File: src/rtl/serial_add_ctrl_pkg.sv
// Shared types for the bit-serial adder controller: FSM state encodings.
package serial_add_ctrl_pkg;

  typedef enum logic [1:0] {
    ST_IDLE = 2'b00,
    ST_RUN  = 2'b01,
    ST_DONE = 2'b10
  } state_t;

endpackage

File: src/rtl/serial_add_ctrl_if.sv
// Operand/result handshake bundle for the bit-serial adder controller.
interface serial_add_ctrl_if #(
  parameter int WIDTH = 8
);
  logic             in_valid;
  logic             in_ready;
  logic [WIDTH-1:0] a;
  logic [WIDTH-1:0] b;
  logic             cin;
  logic             busy;
  logic             out_valid;
  logic             out_ready;
  logic [WIDTH-1:0] sum;
  logic             cout;

  modport master (
    output in_valid, a, b, cin, out_ready,
    input  in_ready, busy, out_valid, sum, cout
  );

  modport slave (
    input  in_valid, a, b, cin, out_ready,
    output in_ready, busy, out_valid, sum, cout
  );
endinterface

File: src/rtl/serial_add_ctrl_fulladder.sv
// Single-bit full adder cell used as the serial datapath slice.
module serial_add_ctrl_fulladder (
  input  logic i_a,
  input  logic i_b,
  input  logic i_c,
  output logic o_s,
  output logic o_c
);
  assign o_s = i_a ^ i_b ^ i_c;
  assign o_c = (i_a & i_b) | (i_a & i_c) | (i_b & i_c);
endmodule

File: src/rtl/serial_add_ctrl.sv
// Bit-serial adder controller: one full-adder slice stepped over WIDTH bit-times.
module serial_add_ctrl
  import serial_add_ctrl_pkg::*;
#(
  parameter int WIDTH = 8
) (
  input  logic             clk,
  input  logic             rst_n,
  serial_add_ctrl_if.slave bus
);
  localparam int CW = (WIDTH > 2) ? $clog2(WIDTH) : 1;
  localparam logic [CW-1:0] LAST = CW'(WIDTH - 1);

  state_t           r_state;
  state_t           w_state_next;
  logic [WIDTH-1:0] r_a_sh;
  logic [WIDTH-1:0] r_b_sh;
  logic [WIDTH-1:0] r_sum_sh;
  logic             r_carry;
  logic [CW-1:0]    r_cnt;
  logic [WIDTH-1:0] r_sum_out;
  logic             r_cout_out;
  logic             w_fa_s;
  logic             w_fa_c;
  logic             w_accept;
  logic             w_in_ready;
  logic             w_busy;
  logic             w_out_valid;
  logic [WIDTH-1:0] w_sum_shifted;

  serial_add_ctrl_fulladder u_fa (
    .i_a (r_a_sh[0]),
    .i_b (r_b_sh[0]),
    .i_c (r_carry),
    .o_s (w_fa_s),
    .o_c (w_fa_c)
  );

  assign w_accept      = bus.in_valid && w_in_ready;
  assign w_sum_shifted = {w_fa_s, r_sum_sh[WIDTH-1:1]};

  always_ff @(posedge clk or negedge rst_n) begin
    if (!rst_n) begin
      r_state <= ST_IDLE;
    end else begin
      r_state <= w_state_next;
    end
  end

  always_comb begin
    w_state_next = ST_IDLE;
    w_in_ready   = 1'b0;
    w_busy       = 1'b0;
    w_out_valid  = 1'b0;
    case (r_state)
      ST_IDLE: begin
        w_in_ready   = 1'b1;
        w_state_next = bus.in_valid ? ST_RUN : ST_IDLE;
      end
      ST_RUN: begin
        w_busy       = 1'b1;
        w_state_next = (r_cnt == LAST) ? ST_DONE : ST_RUN;
      end
      ST_DONE: begin
        w_out_valid  = 1'b1;
        w_state_next = bus.out_ready ? ST_IDLE : ST_DONE;
      end
      default: w_state_next = ST_IDLE;
    endcase
  end

  // Result registers update only on the final RUN edge so the visible
  // sum/cout never show partial values and persist across IDLE.
  always_ff @(posedge clk or negedge rst_n) begin
    if (!rst_n) begin
      r_a_sh     <= '0;
      r_b_sh     <= '0;
      r_sum_sh   <= '0;
      r_carry    <= 1'b0;
      r_cnt      <= '0;
      r_sum_out  <= '0;
      r_cout_out <= 1'b0;
    end else if (w_accept) begin
      r_a_sh  <= bus.a;
      r_b_sh  <= bus.b;
      r_carry <= bus.cin;
      r_cnt   <= '0;
    end else if (r_state == ST_RUN) begin
      r_a_sh   <= r_a_sh >> 1;
      r_b_sh   <= r_b_sh >> 1;
      r_sum_sh <= w_sum_shifted;
      r_carry  <= w_fa_c;
      r_cnt    <= r_cnt + CW'(1);
      if (r_cnt == LAST) begin
        r_sum_out  <= w_sum_shifted;
        r_cout_out <= w_fa_c;
      end
    end
  end

  assign bus.in_ready  = w_in_ready;
  assign bus.busy      = w_busy;
  assign bus.out_valid = w_out_valid;
  assign bus.sum       = r_sum_out;
  assign bus.cout      = r_cout_out;
endmodule

File: src/flat_wrapper.sv
// flat-port wrapper written by rule: the top's interface ports become plain ports
module serial_add_ctrl_flat import serial_add_ctrl_pkg::*;
#(
  parameter int WIDTH = 8
)
  (clk, rst_n, bus_in_valid, bus_a, bus_b, bus_cin, bus_out_ready, bus_in_ready, bus_busy, bus_out_valid, bus_sum, bus_cout);
  serial_add_ctrl_if #(.WIDTH(WIDTH)) bus_i ();
  input  logic clk;
  input  logic rst_n;
  input wire logic [$bits(bus_i.in_valid)-1:0] bus_in_valid;
  input wire logic [$bits(bus_i.a)-1:0] bus_a;
  input wire logic [$bits(bus_i.b)-1:0] bus_b;
  input wire logic [$bits(bus_i.cin)-1:0] bus_cin;
  input wire logic [$bits(bus_i.out_ready)-1:0] bus_out_ready;
  output wire logic [$bits(bus_i.in_ready)-1:0] bus_in_ready;
  output wire logic [$bits(bus_i.busy)-1:0] bus_busy;
  output wire logic [$bits(bus_i.out_valid)-1:0] bus_out_valid;
  output wire logic [$bits(bus_i.sum)-1:0] bus_sum;
  output wire logic [$bits(bus_i.cout)-1:0] bus_cout;
  assign bus_i.in_valid = bus_in_valid;
  assign bus_i.a = bus_a;
  assign bus_i.b = bus_b;
  assign bus_i.cin = bus_cin;
  assign bus_i.out_ready = bus_out_ready;
  assign bus_in_ready = bus_i.in_ready;
  assign bus_busy = bus_i.busy;
  assign bus_out_valid = bus_i.out_valid;
  assign bus_sum = bus_i.sum;
  assign bus_cout = bus_i.cout;
  serial_add_ctrl #(.WIDTH(WIDTH)) u_core (.clk(clk), .rst_n(rst_n), .bus(bus_i));
endmodule
File: config.mk
export PLATFORM = sky130hd
export DESIGN_NAME = serial_add_ctrl_flat
export DESIGN_NICKNAME = d
export VERILOG_FILES = /design/src/rtl/serial_add_ctrl_pkg.sv /design/src/rtl/serial_add_ctrl_if.sv /design/src/rtl/serial_add_ctrl_fulladder.sv /design/src/rtl/serial_add_ctrl.sv /design/src/flat_wrapper.sv
export SDC_FILE = /design/constraint.sdc
export NUM_CORES = 1
export LEC_CHECK = 0
export BUFFER_PORTS_ARGS = -buffer_cell sky130_fd_sc_hd__buf_2
export CAP_MARGIN = 5
export CORE_UTILIZATION = 55
export CTS_CLUSTER_DIAMETER = 100
export DETAILED_ROUTE_END_ITERATION = 6
export PLACE_DENSITY = 0.79
export SLEW_MARGIN = 30
export SYNTH_ARGS = -nofsm -noshare
export SYNTH_HDL_FRONTEND = slang
export SYNTH_HIERARCHICAL = 1
export SYNTH_SLANG_ARGS = --single-unit
File: constraint.sdc
create_clock -name clk -period 3.6 [get_ports clk]
set_input_delay 0.36 -clock clk [delete_from_list [all_inputs] [get_ports clk]]
set_output_delay 0.36 -clock clk [all_outputs]
set_load 0.005 [all_outputs]
==> impl_summary.md <==
Power and ir drop
The overall power of the completed layout is 1.69 mW. The leakage power total is 0.940 nW. The power per cell area is 874 mW/mm2. VDD sags by at most 0.000455 V.

Setup path
Data on the critical path is required at its endpoint by 3.24 ns. The top cell family by delay on the critical path is flip-flops. Along the worst path, the maximum fanout reaches 24. The type of the worst setup path is reg -> out. On the worst path, the slowest cell contributes a delay of 0.87 ns. The number of buffers and inverters on the critical path is 2.

The critical path startpoint category is a flip-flop. The signal on the critical path passes through nand2b_4, inv_6, buf_2. STA classifies the critical path endpoint as an output pin. Data arrives at the worst endpoint at 1.90 ns. On the critical path, the stage with the largest delay is an instance of dfrtp_1.

Clock network
The cell chosen for the clock root is clkbuf_4. Clock-pin slew was measured on the worst setup and hold paths at 0.11 ns. Once the clock tree was built, the setup fixing pass inserted 0 buffers.

The clock reaches the later pin of the worst-skew pair after 0.35 ns. The TritonCTS clock tree is built. The maximum root-to-sink buffer count is 2. In this run, post-CTS hold repair placed 0 buffers. The number of cells upsized or downsized after cts is 0. Buffers inserted during clock tree synthesis total 5.

The H-tree was split into 2 levels. The sink count of the clock tree is 38.

Floorplan
The placeable core region is 0.00285 mm2. In this run the count of I/O pins placed on the die edge is 33. Measured along the y axis, the die boundary spans 57.9 um. The die footprint is 0.00336 mm2. Row generation in the floorplan step produced 19 rows.

The initial core utilization is 60.3%. Measured along the x axis, the die boundary spans 57.9 um.

Yosys
The post-synthesis net count is 176. The number of instances in the synthesized netlist is 152. Summing the sequential cell areas from Yosys gives 55.3% of the chip area. The summed instance area of the synthesized netlist is 0.00172 mm2.

During synthesis, Yosys emitted a total of 6 warnings. The number of synthesized register bits is 38. The synthesized area per cell is 11.3 um2. The number of distinct library cell variants in the gate-level netlist after synthesis is 25.

GRT
Global routing consumed, over all layers together, 21.9% of the routing resources. The total congestion overflow is 0. The number of global-route vias before repair was 1204. The largest net degree at the start of global routing is 39.

The first-pass GRT wire length is 5.46 mm. The number of antenna violations at the first check in global routing came to 0.

Timing
For the final database, setup skew stands at 0.0105 ns. Setup repair after global routing left no endpoint under its margin. After layout, the worst setup slack is 1.34 ns. The aggregate negative setup slack is 0 ns. The portion of the clock cycle consumed by the worst path in the final layout is 62.7%.

The final-report hold violation count is 0. The worst slew margin relative to its limit is 45.6%. The count of pins over their slew limit is 0. For the pin with the worst max-slew slack, the measured transition is 0.816 ns. The worst hold slack across all endpoints is 0.0877 ns. The highest achievable clock rate is 443 MHz. The number of setup violations in the final report is 0. The minimum period implied by the final worst setup slack is 2.26 ns.

Layout
Compared with the post-synthesis result, the final layout area differs by 12.1%. The leading cell type in the layout, fill and taps excluded is dfrtp_1. Leaving out fill and tap cells, the most frequent cells in the layout are dfrtp_1, buf_2, nand2_1, nor2_1. At the end of the flow the core is filled with cells to 67.6%.

The layout cell share with drive strength beyond 1 is 28.7%. The number of nets at the end of the flow is 204. The count of antenna diodes in the layout is 0.

Drt
In the final routed layout, each cell accounts on average for 15.2 um. The final wirelength is 3.22 mm. After detailed routing, the number of remaining DRC violations is 3. The count of routing violations after the opening detailed-route iteration is 59. The final route contains 1280 vias. The count of nets left with antenna violations once routing finished came out at 0. In the routed layout, each cell is associated on average with a via count of 6.04.

The first detailed-routing pass ran for 6 iterations.

Place
Detailed placement finished with a half-perimeter wire length of 2.10 mm. Prior to clock tree synthesis, the placed netlist has a worst setup slack of 1.69 ns. At the end of routability-driven placement, the weighted congestion stood at 0.715. Input and output buffers added on the ports amount to 32.

Run
The count of maximum capacitance violations is 0.

Run status
The run finished, with violations left. The final reports fail on design-rule violations.

Hold path
The path category of the worst min-delay check is in -> async.
[layout make-up]
type / count / area (um2)
clock buffers: 5 / 37.5
clock inverters: 3 / 40.0
fillers: 225 / 925
inverters: 3 / 16.3
multi-input cells: 100 / 684
flip-flops and latches: 38 / 951
well taps: 31 / 38.8
repair buffers: 32 / 160
[stage by stage]
step	cell area, um2	instances
finish	1930	212
global route	1930	212
CTS	1930	212
detailed placement	1850	204
global placement	1850	204
floorplan	1720	152
[synthesized netlist by cell type]
| master | instances | share of area, % |
|---|---|---|
| a22o_1 | 2 | 1.0 |
| ha_1 | 2 | 1.5 |
| nand2b_4 | 1 | 0.80 |
| nand2_1 | 24 | 5.2 |
| o22ai_1 | 15 | 5.5 |
| dfrtp_1 | 38 | 55 |
| buf_6 | 2 | 1.3 |
| or2_1 | 1 | 0.36 |
| clkinv_1 | 1 | 0.22 |
| nand2_8 | 1 | 1.2 |
| o21ai_0 | 6 | 1.7 |
| nor2b_1 | 1 | 0.36 |
| clkbuf_1 | 1 | 0.22 |
| fa_1 | 1 | 1.2 |
| o32ai_1 | 15 | 7.6 |
| buf_4 | 1 | 0.44 |
| inv_6 | 1 | 0.51 |
| inv_1 | 1 | 0.22 |
| mux2i_1 | 1 | 0.58 |
| mux2_4 | 9 | 7.9 |
| nand2b_1 | 1 | 0.36 |
| o31ai_1 | 1 | 0.44 |
| buf_2 | 6 | 1.7 |
| clkbuf_2 | 1 | 0.29 |
| nor2_1 | 19 | 4.1 |
[report_power, final]
group / switching [mW] / internal [mW] / leakage (nW)
clock network: 0.140 / 0.144 / 0.0450
registers: 0.169 / 0.624 / 0.461
logic: 0.308 / 0.301 / 0.434
[flip-flops by register name, summed over array words and instances (netlist names)]
name / count
u_core/r_carry: 1
u_core/bus.sum: 8
u_core/r_b_sh: 8
u_core/r_state: 2
u_core/r_a_sh: 8
u_core/bus.cout: 1
u_core/r_cnt: 3
u_core/r_sum_sh: 7
[kinds of logic after synthesis]
group	Yosys count	share of synthesized area, %
simple gates	48	12.4
mux	10	8.44
buf+inv	14	4.94
compound gates	39	16.3
fa+ha+maj	3	2.62
flops	38	55.3
[worst paths after layout]
path / slack, ns / cells past startpoint / to / from
setup / recovery: 1.34 / 3 / bus_busy / u_core/r_state[0]
hold / removal: 0.09 / 1 / u_core/bus.sum[0] / rst_n
setup reg to reg: 1.65 / 4 / u_core/bus.sum[5] / u_core/r_state[0]
hold reg to reg: 0.51 / 1 / u_core/bus.sum[6] / u_core/bus.sum[6]
max in group asynchronous: 2.99 / 1 / u_core/r_a_sh[1] / rst_n
min in group clk: 0.18 / 2 / u_core/r_state[1] / bus_out_ready
[routing by layer]
layer  up-vias  track usage [%]  wire length [um]
met5         -                0                 0
met4         0             8.16                59
met3         6             6.70               190
met2        47             34.3              1540
met1       626             28.9              1430
li1        601                -                 -
Note: power is estimated with default switching activity, not from simulation.
